`src/rtl/column_approx_div_pkg.sv`:
```
// Shared types and helpers for the column-truncated sequential divider.
package column_approx_div_pkg;

  localparam int DIV_LENGTH = 8;
  localparam int DIV_WIDTH  = 2 * DIV_LENGTH;
  localparam int DIV_THETA  = 7;

  typedef enum logic [1:0] {
    IDLE = 2'd0,
    RUN  = 2'd1,
    DONE = 2'd2
  } state_t;

  // Number of low divisor bits cleared when computing quotient bit j.
  function automatic int trunc_shift(input int j, input int theta);
    return (j < theta) ? (theta - j) : 0;
  endfunction

endpackage

```
`src/rtl/column_approx_div_step.sv`:
```
// One restoring-division step with the truncated divisor for quotient bit j.
module column_approx_div_step
  import column_approx_div_pkg::*;
#(
  parameter int LENGTH = DIV_LENGTH,
  parameter int THETA  = DIV_THETA,
  parameter int CW     = (LENGTH > 1) ? $clog2(LENGTH) : 1
) (
  input  logic [2*LENGTH-1:0] rem,
  input  logic [LENGTH-1:0]   y,
  input  logic [CW-1:0]       j,
  output logic [2*LENGTH-1:0] rem_next,
  output logic                q_bit
);

  int                  t;
  logic [LENGTH-1:0]   d;
  logic [2*LENGTH-1:0] dj;

  always_comb begin
    t  = trunc_shift(int'(j), THETA);
    d  = (y >> t) << t;
    dj = {{LENGTH{1'b0}}, d} << j;
    // R never grows, so a plain 2*LENGTH-bit compare/subtract is enough.
    q_bit    = (rem >= dj);
    rem_next = q_bit ? (rem - dj) : rem;
  end

endmodule

```
`src/rtl/column_approx_div_seq.sv`:
```
// Sequential column-truncated restoring divider, one quotient bit per cycle, MSB first.
module column_approx_div_seq
  import column_approx_div_pkg::*;
#(
  parameter int LENGTH = DIV_LENGTH,
  parameter int THETA  = DIV_THETA
) (
  input  logic                clk,
  input  logic                rst,
  input  logic                start,
  input  logic [2*LENGTH-1:0] x,
  input  logic [LENGTH-1:0]   y,
  output logic                busy,
  output logic                done,
  output logic [LENGTH-1:0]   q,
  output logic [2*LENGTH-1:0] r,
  output logic                dz,
  output logic                ovf
);

  localparam int CW = (LENGTH > 1) ? $clog2(LENGTH) : 1;

  state_t              state;
  logic [LENGTH-1:0]   y_reg;
  logic [2*LENGTH-1:0] rem;
  logic [CW-1:0]       cnt;
  logic [2*LENGTH-1:0] rem_next;
  logic                q_bit;

  column_approx_div_step #(
    .LENGTH(LENGTH),
    .THETA (THETA),
    .CW    (CW)
  ) u_step (
    .rem     (rem),
    .y       (y_reg),
    .j       (cnt),
    .rem_next(rem_next),
    .q_bit   (q_bit)
  );

  // The working remainder doubles as the held remainder output.
  assign r = rem;

  always_ff @(posedge clk or posedge rst) begin
    if (rst) begin
      state <= IDLE;
      busy  <= 1'b0;
      done  <= 1'b0;
      q     <= '0;
      rem   <= '0;
      dz    <= 1'b0;
      ovf   <= 1'b0;
      y_reg <= '0;
      cnt   <= '0;
    end else begin
      case (state)
        IDLE: begin
          done <= 1'b0;
          if (start) begin
            y_reg <= y;
            rem   <= x;
            dz    <= 1'b0;
            ovf   <= 1'b0;
            if (y == '0) begin
              dz    <= 1'b1;
              q     <= '1;
              done  <= 1'b1;
              state <= DONE;
            end else if (x >= {y, {LENGTH{1'b0}}}) begin
              // Exact (untruncated) check: the quotient would not fit in LENGTH bits.
              ovf   <= 1'b1;
              q     <= '1;
              done  <= 1'b1;
              state <= DONE;
            end else begin
              q     <= '0;
              cnt   <= CW'(LENGTH - 1);
              busy  <= 1'b1;
              state <= RUN;
            end
          end
        end
        RUN: begin
          rem    <= rem_next;
          q[cnt] <= q_bit;
          if (cnt == '0) begin
            busy  <= 1'b0;
            done  <= 1'b1;
            state <= DONE;
          end else begin
            cnt <= cnt - 1'b1;
          end
        end
        DONE: begin
          done  <= 1'b0;
          state <= IDLE;
        end
        default: begin
          busy  <= 1'b0;
          done  <= 1'b0;
          state <= IDLE;
        end
      endcase
    end
  end

endmodule

```
`config.mk`:
```
export PLATFORM = sky130hd
export DESIGN_NAME = column_approx_div_seq
export DESIGN_NICKNAME = d
export VERILOG_FILES = /design/src/rtl/column_approx_div_pkg.sv /design/src/rtl/column_approx_div_step.sv /design/src/rtl/column_approx_div_seq.sv
export SDC_FILE = /design/constraint.sdc
export NUM_CORES = 1
export LEC_CHECK = 0
export ABC_AREA = 1
export BUFFER_PORTS_ARGS = -buffer_cell sky130_fd_sc_hd__buf_4
export CAP_MARGIN = 30
export CORE_ASPECT_RATIO = 1.1
export CORE_MARGIN = 3
export CORE_UTILIZATION = 42
export DETAILED_ROUTE_END_ITERATION = 8
export SYNTH_ARGS = -nofsm -noshare
export SYNTH_HDL_FRONTEND = slang
export SYNTH_SLANG_ARGS = --single-unit
```
`constraint.sdc`:
```
create_clock -name clk -period 4.5 [get_ports clk]
set_input_delay 0.9 -clock clk [delete_from_list [all_inputs] [get_ports clk]]
set_output_delay 0.9 -clock clk [all_outputs]
set_load 0.02 [all_outputs]
```
==> metrics.cfg, run 1 <==
[status]
status=completed

[setup_path]
cp.arrival_ps=4020
r2r-start=cnt[0]
cp-startpoint=cnt[0]
worstSetupEndpointType=flip-flop
required_ps=4700
start_kind=flip-flop
path_max_fanout=15
path_class=flip-flop to flip-flop

[detailed_routing]
ant_nets=0
drcViolationCount=0
wirelength_um=11200
wl_per_cell_um=15.1
via_per_inst=5.32
dr.pass1.iters=5
dr.first_iter.drc_count=178
vias=3949

[yosys]
syn-cell-area_um2=3810
ys_seq_area_share_pct=26.9
syn_inst=580
synth_warnings=0
syn-mean-instance-area_um2=6.57
synth-seq-cells=41
netlist-cell-type-count=43

[clocking]
cts_hold_buf=0
cts_tree=built
cts_buffer_depth=2
htree_levels=2
clkSlewWorstSetupHoldPaths_ps=90
cts_resized=0
worstSkewPairLatency_ps=300
cts_made_buffers=5
cts.sinks=41
postCtsSetupBuffers=0
root_buffer=clkbuf_8

[cells_and_area]
syn_to_final_growth_pct=15.5
utilization_pct=51.3
nNetsFinal=684
drive_gt1_share_pct=16.0
largest_reg_flops=16
diodes=0

[floorplanning]
fp.coreArea_um2=8580
dieArea_um2=10300
start_util_pct=44.4
io_pins=55
die_h_um=106
placementRows=35
die_w_um=96.8

[timing]
post-route-period-util_pct=85.0
skew_ps=10.5
drv_slew=0
rsz0062_at_grt=no
holdWs_ps=492
finalSetupViolCount=0
post-route-min-period_ps=3830
tightest_slew_ps=743
fmax_ghz=0.261
worst_slack_ps=673
maxSlewHeadroom_pct=50.3
hold_viol_final=0
tns_ps=0

[job]
max_cap_violations=0

[grt]
grt_max_degree=42
grt_antenna_before_repair=0
grt_pass1_vias=3788
grt-ovfl-total=0
grt_usage_pct=21.6
grt_pass1_wl_um=18500

[placement]
dpl_worst_slack_ps=705
portBuffers=54
place_congestion=0.945
place.detailed.hpwl_um=8790

[hold_path]
hold_start=done
hp-class=flip-flop to flip-flop

## layout make-up
class	instances	area (µm²)
tap	111	139
inverter	56	213
fill	899	4180
multi-input combinational	462	2430
sequential	41	1030
clock buffer	5	68.8
clock inverter	3	46.3
timing repair buffer	64	480
## final timing paths
kind                            end  slack [ps]  cells after the start
setup / recovery              r[11]         670                     26
hold / removal                 done         490                      2
setup reg to reg              r[11]         670                     26
hold reg to reg                done         490                      2
max in group asynchronous  y_reg[6]        3390                      3
min in group asynchronous      r[1]         720                      3
## synth_stat cells (all sizes together)
cell type,instances,share of area (%)
nor2,43,4.4
inv,55,5.5
o211ai,1,0.33
a31o,1,0.23
a21oi,25,3.3
a21boi,2,0.39
or2,7,1.1
dfrtp,41,27
a22oi,2,0.39
a22o,1,0.23
xnor2,1,0.23
ha,26,8.5
o21ai,40,5.3
xor2,3,0.69
o31ai,1,0.20
nand4,9,1.5
buf,17,3.4
nor3,2,0.26
nand3b,1,0.20
nand2,168,18
o21a,2,0.39
fa,1,0.53
nand3,111,16
conb,2,0.20
a31oi,7,1.1
clkbuf,7,0.69
and2,1,0.16
nor4,2,0.33
clkinv,1,0.098
## stage by stage
step | cell area, µm² | cells
after global routing | 4400 | 742
after detailed placement | 4290 | 734
after floorplan | 3820 | 583
after global placement | 4290 | 734
after CTS | 4400 | 742
final | 4400 | 742
## metal layers
metal / vias to the layer above / part of all wire, % / track usage, %
met5: - / 0 / 0
met4: 0 / 1.9 / 5.32
met1: 1828 / 45 / 27.6
met3: 14 / 3.2 / 2.17
li1: 2034 / - / -
met2: 73 / 49 / 39.1
## kinds of logic after synthesis
kind of cell,count (synthesis),share of synthesized area (%)
flip-flops,41,26.9
buffers and inverters,80,9.69
XOR/XNOR,4,0.920
AO/OA/AOI/OAI,82,11.9
other,2,0.197
AND/OR/NAND/NOR,344,41.3
adder cells (fa/ha/maj),27,9.06
## layout by cell type, fill, tap and decap left out, types with 5 or more instances in the layout
master,count
nand3_2,7
nand2_1,159
inv_1,52
o21ai_0,39
conb_1,5
clkbuf_8,5
dfrtp_1,41
or2_2,6
nor2_1,40
a31oi_1,7
nand4_1,9
buf_4,64
ha_1,26
nand2_2,5
nand3_1,104
a21oi_1,25
## critical path: stages, from the launching register on
cell	delay (ps)
dfrtp_1	390
ha_1	230
nand2_4	160
nand2_2	80
inv_2	230
nand3_1	130
nand2_1	70
nand2_1	80
nand2_2	100
nand2_1	100
nand2_2	100
nand3_1	100
nand2_1	100
nand3_1	70
nand3_1	100
nand2_1	70
ha_1	350
nand2_1	110
o21ai_0	250
a31oi_1	120
o21ai_1	130
nand2_1	110
nand2_2	110
nand2_2	100
buf_4	210
nand3_1	90
nand2_1	50
Power of run 1 is not shown: default switching activity piles up to over one toggle a cycle in this logic, so the estimate is an artifact.
==> run 2, diff against run 1 <==
- clock period: 4.5 -> 3.7 ns (I/O delays scaled with it)
==> run 2 against run 1 <==
Effect of this change:
- sequential cell count unchanged
- die area did not move
- routed wire length increased by 2.7%
- core utilization is 3.9 points higher
- critical endpoint is now q[2]
- cell area grew 7.6%
- count of clock-buffer cells in the layout is the same
- register-to-register slack got worse by 420 ps
- global-route usage is 0.14 points higher
- final cell count up 1.9%
==> metrics.cfg, run 2 (synthesis gave the netlist of run 1 again) <==
[hold_path]
holdPathEnd=y_reg[0]  ; was done
hold_start=y_reg[0]  ; was done
hp-class=flip-flop to flip-flop  ; unchanged
min_path_cells=2  ; unchanged

[setup_path]
cp-startpoint=cnt[1]  ; was cnt[0]
slowest_delay_ps=410  ; was 390 ps
worstSetupEndpointType=flip-flop  ; unchanged
path_max_fanout=5  ; was 15
required_ps=3890  ; was 4700 ps
crit_path_frequent_cell=nand2_1  ; unchanged
reg2reg_slack_ps=250  ; was 670 ps
worst_r2r_endpoint=q[2]  ; was r[11]
cp.arrival_ps=3640  ; was 4020 ps
r2r-start=cnt[1]  ; was cnt[0]
cp_slowest_cell=dfrtp_1  ; unchanged
path_class=flip-flop to flip-flop  ; unchanged
start_kind=flip-flop  ; unchanged
crit_buf_inv=2  ; unchanged
crit_family=simple AND/OR/NAND/NOR gates  ; unchanged
rr_worst_depth=25  ; was 26

[detailed_routing]
wl_per_cell_um=15.2  ; was 15.1 µm
dr.pass1.iters=5  ; unchanged
via_per_inst=5.46  ; was 5.32
dr.first_iter.drc_count=135  ; was 178
drcViolationCount=0  ; unchanged
wirelength_um=11500  ; was 11,200 µm
vias=4128  ; was 3,949
ant_nets=0  ; unchanged

[cells_and_area]
final_common_cell=nand2_1  ; unchanged
final_cell_count_no_fill=756  ; was 742
nFillCells=896  ; was 899
syn_to_final_growth_pct=24.4  ; was 15.5%
utilization_pct=55.2  ; was 51.3%
largest_reg_flops=16  ; unchanged
drive_gt1_share_pct=21.9  ; was 16.0%
nNetsFinal=698  ; was 684
diodes=0  ; unchanged
mostFrequentLayoutCells=nand2_1, nand3_1, buf_4  ; unchanged

[timing]
fmax_ghz=0.290  ; was 0.261 GHz
post-route-period-util_pct=93.2  ; was 85.0%
skew_ps=8.83  ; was 10.5 ps
post-route-min-period_ps=3450  ; was 3830 ps
tns_ps=0  ; unchanged
worst_slack_ps=252  ; was 673 ps
maxSlewHeadroom_pct=60.6  ; was 50.3%
finalSetupViolCount=0  ; unchanged
hold_viol_final=0  ; unchanged
rsz0062_at_grt=yes  ; was no
tightest_slew_ps=587  ; was 743 ps
drv_slew=0  ; unchanged

[clocking]
cts_tree=built  ; unchanged
htree_levels=2  ; unchanged
cts_hold_buf=0  ; unchanged
cts.sinks=41  ; unchanged
cts_made_buffers=5  ; unchanged
root_buffer=clkbuf_8  ; unchanged
worstSkewPairLatency_ps=310  ; was 300 ps
cts_buffer_depth=2  ; unchanged
clkSlewWorstSetupHoldPaths_ps=100  ; was 90 ps

[placement]
dpl_worst_slack_ps=36.9  ; was 705 ps
dpl.cell_count=743  ; was 734
place_congestion=0.938  ; was 0.945
place.detailed.hpwl_um=8630  ; was 8790 µm
portBuffers=54  ; unchanged

[status]
status=completed  ; unchanged

[floorplanning]
start_util_pct=44.4  ; unchanged
die_w_um=96.8  ; unchanged
die_h_um=106  ; unchanged
placementRows=35  ; unchanged
io_pins=55  ; unchanged
fp.coreArea_um2=8580  ; unchanged
dieArea_um2=10300  ; unchanged

[grt]
grt_pass1_vias=3799  ; was 3,788
grt-ovfl-total=0  ; unchanged
grt_max_degree=42  ; unchanged
grt_antenna_before_repair=0  ; unchanged
grt_usage_pct=21.7  ; was 21.6%
grt_pass1_wl_um=18300  ; was 18,500 µm

[job]
max_cap_violations=0  ; unchanged

[run 2: cell types whose count changed in the layout (fill, tap and decap cells not counted), moves of 5 or more]
| cell | previous run | this run |
|---|---|---|
| ha_1 | 26 | 20 |
| buf_4 | 64 | 74 |
| nand2_1 | 159 | 154 |
| nand3_2 | 7 | 12 |
| nand3_1 | 104 | 99 |
| ha_4 | 0 | 6 |
[run 2: worst max path at each step]
stage / endpoint / cells after the start
detailed placement: r[15] / 26
global placement: r[15] / 26
CTS: r[7] / 26
finish: q[2] / 25
global route: r[12] / 25
floorplan: r[7] / 29
[run 2: stage by stage]
| stage | instance area, µm² | hold slack (ps) |
|---|---|---|
| 3_5_place_dp | 4350 | 472 |
| 3_3_place_gp | 4350 | 469 |
| 2_1_floorplan | 3820 | 453 |
| 4_1_cts | 4500 | 496 |
| 5_1_grt | 4740 | 532 |
| 6_report | 4740 | 489 |
[run 2: final cells by class]
type / instances / area [µm²] / area share, %
clock buffer: 5 / 68.8 / 1.45
clock inverter: 3 / 68.8 / 1.45
inverter: 56 / 218 / 4.59
multi-input combinational: 462 / 2610 / 55.0
sequential: 41 / 1030 / 21.7
tap: 111 / 139 / 2.93
timing repair buffer: 78 / 611 / 12.9
[run 2: metal layers]
metal,vias up,routed length [µm],track usage (%)
met2,138,5770,38.0
met1,1901,4690,27.4
met3,31,602,2.43
met5,-,0,0
li1,2058,-,-
met4,0,418,8.53
[run 2: worst reg2reg max path: cells and delay by family (launching register included)]
| kind | cells | cell delay, ps |
|---|---|---|
| flops | 1 | 410 |
| simple gates | 17 | 1640 |
| compound gates | 4 | 560 |
| fa+ha+maj | 2 | 470 |
| buf+inv | 2 | 260 |
[run 2: repair_timing]
action                     4_1_cts  5_1_grt
resized for setup                2       36
setup endpoints to repair        1       24
pin swaps                        0        5
gates cloned                     0        1
setup buffers                    0        3
Power of run 2 is left out for the same reason.
